--- src/rtl/led_write_scheduler_pkg.sv ---
`default_nettype none
// ============================================================================
// Module   : led_pkg
// Purpose  : LED peripheral register map and scheduler FSM encoding.
// Revision : 1.0
// ============================================================================
package led_pkg;

  localparam logic [7:0] LED_ADDR_CTRL    = 8'h01;
  localparam logic [7:0] LED_ADDR_DATA_HI = 8'h02;
  localparam logic [7:0] LED_ADDR_DATA_LO = 8'h03;
  localparam int         LED_CTRL_EN_BIT  = 0;

  typedef enum logic [2:0] {
    S_IDLE   = 3'd0,
    S_W_HI   = 3'd1,
    S_GAP1   = 3'd2,
    S_W_LO   = 3'd3,
    S_GAP2   = 3'd4,
    S_W_CTRL = 3'd5,
    S_GAP3   = 3'd6,
    S_HOLD   = 3'd7
  } led_state_e;

endpackage
`default_nettype wire

--- src/rtl/led_write_scheduler_if.sv ---
`default_nettype none
// ============================================================================
// Module   : led_write_scheduler_if
// Purpose  : Requester inputs and LED register-write port of the scheduler.
// Revision : 1.0
// ============================================================================
interface led_write_scheduler_if #(
  parameter int NUM_REQ = 4
);
  localparam int GW = (NUM_REQ > 1) ? $clog2(NUM_REQ) : 1;

  logic [NUM_REQ-1:0]    req;
  logic [16*NUM_REQ-1:0] req_pattern;
  logic [NUM_REQ-1:0]    req_enable;
  logic [NUM_REQ-1:0]    ack;
  logic                  write_enable;
  logic [7:0]            write_address;
  logic [7:0]            write_data;
  logic                  busy;
  logic [GW-1:0]         grant_id;

  modport master (
    output req, req_pattern, req_enable,
    input  ack, write_enable, write_address, write_data, busy, grant_id
  );

  modport slave (
    input  req, req_pattern, req_enable,
    output ack, write_enable, write_address, write_data, busy, grant_id
  );

endinterface
`default_nettype wire

--- src/rtl/led_write_scheduler_rr_arbiter.sv ---
`default_nettype none
// ============================================================================
// Module   : led_rr_arbiter
// Purpose  : Combinational round-robin pick: first set req at or above rr_ptr.
// Revision : 1.0
// ============================================================================
module led_rr_arbiter #(
  parameter int NUM_REQ = 4,
  parameter int GW      = (NUM_REQ > 1) ? $clog2(NUM_REQ) : 1
) (
  input  wire logic [NUM_REQ-1:0] i_req,
  input  wire logic [GW-1:0]      i_rr_ptr,
  output logic                    o_grant_valid,
  output logic [GW-1:0]           o_grant_idx
);

  logic [GW:0] w_sum;

  // Walk offsets from farthest to nearest so the nearest set bit wins.
  always_comb begin
    o_grant_valid = 1'b0;
    o_grant_idx   = '0;
    w_sum         = '0;
    for (int i = NUM_REQ - 1; i >= 0; i--) begin
      w_sum = {1'b0, i_rr_ptr} + (GW+1)'(i);
      if (w_sum >= (GW+1)'(NUM_REQ)) begin
        w_sum = w_sum - (GW+1)'(NUM_REQ);
      end
      if (i_req[w_sum[GW-1:0]]) begin
        o_grant_valid = 1'b1;
        o_grant_idx   = w_sum[GW-1:0];
      end
    end
  end

endmodule
`default_nettype wire

--- src/rtl/led_write_scheduler.sv ---
`default_nettype none
// ============================================================================
// Module   : led_write_scheduler
// Purpose  : Round-robin share of the LED register-write port; one three-beat
//            burst per grant followed by a minimum display hold.
// Revision : 1.0
// ============================================================================
module led_write_scheduler
  import led_pkg::*;
#(
  parameter int         NUM_REQ      = 4,
  parameter int         HOLD_CYCLES  = 1000,
  parameter logic [7:0] ADDR_CTRL    = LED_ADDR_CTRL,
  parameter logic [7:0] ADDR_DATA_HI = LED_ADDR_DATA_HI,
  parameter logic [7:0] ADDR_DATA_LO = LED_ADDR_DATA_LO
) (
  input  wire logic            clk,
  input  wire logic            reset_n,
  led_write_scheduler_if.slave bus
);

  localparam int GW  = (NUM_REQ > 1) ? $clog2(NUM_REQ) : 1;
  localparam int HCW = (HOLD_CYCLES > 1) ? $clog2(HOLD_CYCLES) : 1;
  localparam logic [HCW-1:0] c_hold_last = (HOLD_CYCLES > 0) ? HCW'(HOLD_CYCLES - 1) : '0;

  led_state_e         r_state;
  led_state_e         w_next_state;
  logic [GW-1:0]      r_grant_id;
  logic [GW-1:0]      r_rr_ptr;
  logic [15:0]        r_pattern;
  logic               r_enable;
  logic [HCW-1:0]     r_hold_cnt;
  logic [7:0]         r_addr;
  logic [7:0]         r_data;
  logic               w_we;
  logic [7:0]         w_addr;
  logic [7:0]         w_data;
  logic [NUM_REQ-1:0] w_ack;
  logic               w_grant_valid;
  logic [GW-1:0]      w_grant_idx;

  led_rr_arbiter #(
    .NUM_REQ (NUM_REQ),
    .GW      (GW)
  ) u_arb (
    .i_req         (bus.req),
    .i_rr_ptr      (r_rr_ptr),
    .o_grant_valid (w_grant_valid),
    .o_grant_idx   (w_grant_idx)
  );

  always_ff @(posedge clk or negedge reset_n) begin
    if (!reset_n) r_state <= S_IDLE;
    else          r_state <= w_next_state;
  end

  always_comb begin
    w_next_state = r_state;
    case (r_state)
      S_IDLE:   if (w_grant_valid) w_next_state = S_W_HI;
      S_W_HI:   w_next_state = S_GAP1;
      S_GAP1:   w_next_state = S_W_LO;
      S_W_LO:   w_next_state = S_GAP2;
      S_GAP2:   w_next_state = S_W_CTRL;
      S_W_CTRL: w_next_state = S_GAP3;
      S_GAP3:   w_next_state = (HOLD_CYCLES == 0) ? S_IDLE : S_HOLD;
      S_HOLD:   if (r_hold_cnt == c_hold_last) w_next_state = S_IDLE;
      default:  w_next_state = S_IDLE;
    endcase
  end

  // Address/data default to the held copy so gaps keep the last beat visible.
  always_comb begin
    w_we   = 1'b0;
    w_addr = r_addr;
    w_data = r_data;
    w_ack  = '0;
    case (r_state)
      S_W_HI: begin
        w_we   = 1'b1;
        w_addr = ADDR_DATA_HI;
        w_data = r_pattern[15:8];
      end
      S_W_LO: begin
        w_we   = 1'b1;
        w_addr = ADDR_DATA_LO;
        w_data = r_pattern[7:0];
      end
      S_W_CTRL: begin
        w_we                    = 1'b1;
        w_addr                  = ADDR_CTRL;
        w_data                  = '0;
        w_data[LED_CTRL_EN_BIT] = r_enable;
      end
      S_GAP3:  w_ack = NUM_REQ'(1) << r_grant_id;
      default: ;
    endcase
  end

  always_ff @(posedge clk or negedge reset_n) begin
    if (!reset_n) begin
      r_grant_id <= '0;
      r_rr_ptr   <= '0;
      r_pattern  <= '0;
      r_enable   <= 1'b0;
      r_hold_cnt <= '0;
      r_addr     <= '0;
      r_data     <= '0;
    end else begin
      r_addr <= w_addr;
      r_data <= w_data;
      if (r_state == S_IDLE && w_grant_valid) begin
        r_grant_id <= w_grant_idx;
        r_pattern  <= bus.req_pattern[{w_grant_idx, 4'b0000} +: 16];
        r_enable   <= bus.req_enable[w_grant_idx];
      end
      if (r_state == S_GAP3) begin
        r_rr_ptr   <= (r_grant_id == GW'(NUM_REQ - 1)) ? '0 : r_grant_id + 1'b1;
        r_hold_cnt <= '0;
      end else if (r_state == S_HOLD) begin
        r_hold_cnt <= r_hold_cnt + 1'b1;
      end
    end
  end

  assign bus.ack           = w_ack;
  assign bus.write_enable  = w_we;
  assign bus.write_address = w_addr;
  assign bus.write_data    = w_data;
  assign bus.busy          = (r_state != S_IDLE);
  assign bus.grant_id      = r_grant_id;

endmodule
`default_nettype wire

--- src/flat_wrapper.sv ---
// flat-port wrapper written by rule: the top's interface ports become plain ports
module led_write_scheduler_flat import led_pkg::*;
#(
  parameter int         NUM_REQ      = 4,
  parameter int         HOLD_CYCLES  = 1000,
  parameter logic [7:0] ADDR_CTRL    = LED_ADDR_CTRL,
  parameter logic [7:0] ADDR_DATA_HI = LED_ADDR_DATA_HI,
  parameter logic [7:0] ADDR_DATA_LO = LED_ADDR_DATA_LO
)
  (clk, reset_n, bus_req, bus_req_pattern, bus_req_enable, bus_ack, bus_write_enable, bus_write_address, bus_write_data, bus_busy, bus_grant_id);
  led_write_scheduler_if #(.NUM_REQ(NUM_REQ)) bus_i ();
  input  wire logic clk;
  input  wire logic reset_n;
  input wire logic [$bits(bus_i.req)-1:0] bus_req;
  input wire logic [$bits(bus_i.req_pattern)-1:0] bus_req_pattern;
  input wire logic [$bits(bus_i.req_enable)-1:0] bus_req_enable;
  output wire logic [$bits(bus_i.ack)-1:0] bus_ack;
  output wire logic [$bits(bus_i.write_enable)-1:0] bus_write_enable;
  output wire logic [$bits(bus_i.write_address)-1:0] bus_write_address;
  output wire logic [$bits(bus_i.write_data)-1:0] bus_write_data;
  output wire logic [$bits(bus_i.busy)-1:0] bus_busy;
  output wire logic [$bits(bus_i.grant_id)-1:0] bus_grant_id;
  assign bus_i.req = bus_req;
  assign bus_i.req_pattern = bus_req_pattern;
  assign bus_i.req_enable = bus_req_enable;
  assign bus_ack = bus_i.ack;
  assign bus_write_enable = bus_i.write_enable;
  assign bus_write_address = bus_i.write_address;
  assign bus_write_data = bus_i.write_data;
  assign bus_busy = bus_i.busy;
  assign bus_grant_id = bus_i.grant_id;
  led_write_scheduler #(.NUM_REQ(NUM_REQ), .HOLD_CYCLES(HOLD_CYCLES), .ADDR_CTRL(ADDR_CTRL), .ADDR_DATA_HI(ADDR_DATA_HI), .ADDR_DATA_LO(ADDR_DATA_LO)) u_core (.clk(clk), .reset_n(reset_n), .bus(bus_i));
endmodule
--- config.mk ---
export PLATFORM = sky130hd
export DESIGN_NAME = led_write_scheduler_flat
export DESIGN_NICKNAME = d
export VERILOG_FILES = /design/src/rtl/led_write_scheduler_pkg.sv /design/src/rtl/led_write_scheduler_if.sv /design/src/rtl/led_write_scheduler_rr_arbiter.sv /design/src/rtl/led_write_scheduler.sv /design/src/flat_wrapper.sv
export SDC_FILE = /design/constraint.sdc
export NUM_CORES = 1
export LEC_CHECK = 0
export CAP_MARGIN = 10
export CORE_UTILIZATION = 42
export CTS_BUF_LIST = sky130_fd_sc_hd__clkbuf_4 sky130_fd_sc_hd__clkbuf_8
export CTS_CLUSTER_SIZE = 40
export DETAILED_ROUTE_END_ITERATION = 8
export GPL_ROUTABILITY_DRIVEN = 0
export PLACE_DENSITY = 0.9
export SLEW_MARGIN = 20
export SYNTH_ARGS = -nofsm -noshare
export SYNTH_HDL_FRONTEND = slang
export SYNTH_SLANG_ARGS = --single-unit
--- constraint.sdc ---
create_clock -name clk -period 2 [get_ports clk]
set_clock_uncertainty 0.2 [all_clocks]
set_input_delay 0.2 -clock clk [delete_from_list [all_inputs] [get_ports clk]]
set_output_delay 0.2 -clock clk [all_outputs]
set_load 0.005 [all_outputs]
==> impl_metrics.tcl, run 1 <==
set metrics [dict create \
    outcome "complete, but fails checks" \
    violations "setup timing" \
    cts_buffers 5 \
    p_comb_frac 0.248 \
    post-synth-top-area-cell "dfrtp_1" \
    grt_max_degree 27 \
    post-route-drc-count 0 \
    fin_area_um2 4484 \
    hpwl_mm 5.684 \
    first_global_vias 2684 \
    ys_types 39 \
    synth_ff_type "dfrtp_1" \
    start_util 0.4328 \
    seq_power_share 0.482 \
    p_leak_uw 0.002108 \
    clock_latency_ps 300 \
    finalCritPeriodShare 1.088 \
    rsz0062_at_grt "true" \
    p_per_area_nw_per_um2 513.7 \
    vias 2738 \
    routedWlPerCell_um 18.65 \
    maxCapViolCount 0 \
    switchingPower_uw 593.5 \
    drt_iter0_drc 146 \
    antenna_found_initial 0 \
    die_x_um 82.66 \
    h-tree-depth 2 \
    synth_area_leaders "dfrtp_1, mux2i_1, a2bb2oi_1, nor2b_1, a22o_1" \
    coreArea_um2 6314 \
    cts_buffer_depth 2 \
    grt.total_usage 0.2562 \
    cts_num_sinks 50 \
    min_path_type "in2async" \
    synth_cells 259 \
    fp.dieH_um 82.66 \
    cts_tree "done" \
    setup_ws_ps -176.5 \
    fin_crit_ps 2176 \
    cp-start-kind "register" \
    synth_area_per_cell_um2 10.55 \
    arrival_ps 2200 \
    power.internal_uw 1710 \
    dr.pass1.iters 4 \
    vias_per_cell 5.692 \
    grt_overflow 0 \
    crit_type "reg2reg" \
    n_antenna_cell 0 \
    synth_warnings 0 \
    clk_pin_slew_ps 90 \
    synth_area_um2 2733 \
    postLayoutCoreUtil 0.7103 \
    ys_ff_latch 50 \
    fmax_ghz 0.4595 \
    critPathMaxFanout 5 \
    endpoint_kind "register" \
    final_hold_viol_count 0 \
    grt_pass1_wl_mm 12.86 \
    root_buffer "clkbuf_8" \
    worst_slew_pin_slew_ps 616.4 \
    max_slew_margin 0.5891 \
    ant_nets 0 \
    final_max_slew_viol_count 0 \
    layout-drive-gt1-share 0.3168 \
    p_clk_frac 0.270 \
    total_power_uw 2304 \
    synth_edf_count 0 \
    yosysSeqAreaShare 0.4579 \
    final_net_count 482 \
    synth_common_cells "dfrtp_1, mux2i_1, a2bb2oi_1" \
    ios 98 \
    setup_viol 25 \
    syn_to_final_growth_pct 64.10 \
    portBuffers 97 \
    rows 29 \
    tns_ps -2762 \
    p_sw_frac 0.2576 \
    required_ps 2030 \
    place_area_um2 4034 \
    dieArea_um2 6833 \
    yosys.area.top_type_share 0.4579 \
    ys_async_sr_fraction 1.000 \
    synth.most_common_cell "dfrtp_1" \
    routed_wl_mm 8.971 \
    ir_drop_v 0.0004737 \
    synth_nets 338 \
]
==> logic make-up after synthesis <==
group           after synthesis  share of synthesized area
xor+xnor                      3                   0.009617
buf+inv                      23                    0.04212
mux                          39                     0.1442
compound gates               75                     0.1973
flops                        50                     0.4579
simple gates                 64                     0.1259
fa+ha+maj                     5                    0.02289
==> layout by cell type, fill, tap and decap left out, types with 5 or more instances in the layout <==
cell type / Yosys / layout
ha_1: 5 / 5
a21oi_1: 8 / 7
a22o_1: 9 / 9
nor2b_2: 0 / 5
a2bb2oi_1: 17 / 14
o21ai_2: 0 / 11
buf_2: 5 / 9
a221o_1: 7 / 7
nor2_1: 10 / 7
o21ai_0: 15 / 7
o21ai_1: 9 / 6
buf_6: 2 / 13
clkdlybuf4s50_1: 0 / 73
clkbuf_8: 0 / 6
buf_4: 2 / 35
clkbuf_2: 0 / 9
or3_4: 1 / 5
nor2b_1: 15 / 8
mux2i_1: 36 / 34
dfrtp_1: 50 / 50
nand2_1: 15 / 13
nand4_1: 5 / 5
==> metrics by stage <==
stage                     hold slack [ps]  instances  worst slack, ps
after floorplan                    -295.6        259           -34.21
after global placement              35.57        449           -327.0
after detailed placement            38.97        449           -497.4
after CTS                           248.9        475           -115.0
after global routing                306.0        481           -223.1
final                               236.0        481           -176.5
==> per-layer routing <==
metal / share of wire / global-route usage / routed length [µm]
met1: 0.39 / 0.2952 / 3496
met2: 0.53 / 0.4582 / 4720
met3: 0.051 / 0.04835 / 456
met4: 0.033 / 0.1138 / 299
met5: 0 / 0 / 0
==> cell type report <==
class	instances	area, µm²
clock buffers	7	90.09
flip-flops and latches	50	1251
repair buffers	152	1423
multi-input cells	189	1600
clock inverters	1	5.005
well taps	77	96.34
inverters	5	18.77
fillers	418	1829
==> critical path: stages, from the launching register on <==
cell	delay, ps
dfrtp_1	440
buf_6	140
or3_4	330
or2_4	260
buf_6	140
or3_4	420
o21ai_1	170
==> power groups by stage <==
stage	Sequential, µW	Combinational, µW	Clock (µW)
floorplan	1100	210	0
global placement	1120	463	0
global route	1110	610	668
finish	1110	572	622
CTS	1100	517	630
detailed placement	1120	478	0
==> worst paths after layout <==
path,from,end,slack [ps],depth (start not counted)
max in group asynchronous,reset_n,u_core.r_pattern[13]$_DFFE_PN0P_,820,3
setup reg to reg,u_core.r_state[0]$_DFFE_PN0P_,u_core.r_pattern[12]$_DFFE_PN0P_,-180,6
min in group clk,u_core.r_addr[5]$_DFF_PN0_,u_core.r_addr[5]$_DFF_PN0_,300,1
setup / recovery,u_core.r_state[0]$_DFFE_PN0P_,u_core.r_pattern[12]$_DFFE_PN0P_,-180,6
hold reg to reg,u_core.r_addr[5]$_DFF_PN0_,u_core.r_addr[5]$_DFF_PN0_,300,1
hold / removal,reset_n,u_core.r_hold_cnt[6]$_DFFE_PN0P_,240,2
==> sequential cells by signal, indices dropped and copies added (netlist names) <==
| register | flops |
|---|---|
| u_core.bus.grant_id | 2 |
| u_core.r_addr | 8 |
| u_core.r_data | 8 |
| u_core.r_enable | 1 |
| u_core.r_hold_cnt | 10 |
| u_core.r_pattern | 16 |
| u_core.r_rr_ptr | 2 |
| u_core.r_state | 3 |
==> timing repair <==
action                     CTS  global route
gates resized for setup     90            51
hold buffers                 1             0
gates cloned                 3             2
setup buffers               16             5
pin swaps                   16            17
setup endpoints to repair   40            38
hold endpoints to repair    25             0
(Power assumes the default switching activity.)
==> run 2: changes to the inputs <==
--- a/config.mk
+++ b/config.mk
@@ -10,7 +10,6 @@
 export CTS_BUF_LIST = sky130_fd_sc_hd__clkbuf_4 sky130_fd_sc_hd__clkbuf_8
 export CTS_CLUSTER_SIZE = 40
 export DETAILED_ROUTE_END_ITERATION = 8
-export GPL_ROUTABILITY_DRIVEN = 0
 export PLACE_DENSITY = 0.9
 export SLEW_MARGIN = 20
 export SYNTH_ARGS = -nofsm -noshare
==> results of run 2 <==
Final layout, timing and power as in run 1 (identical DEF).
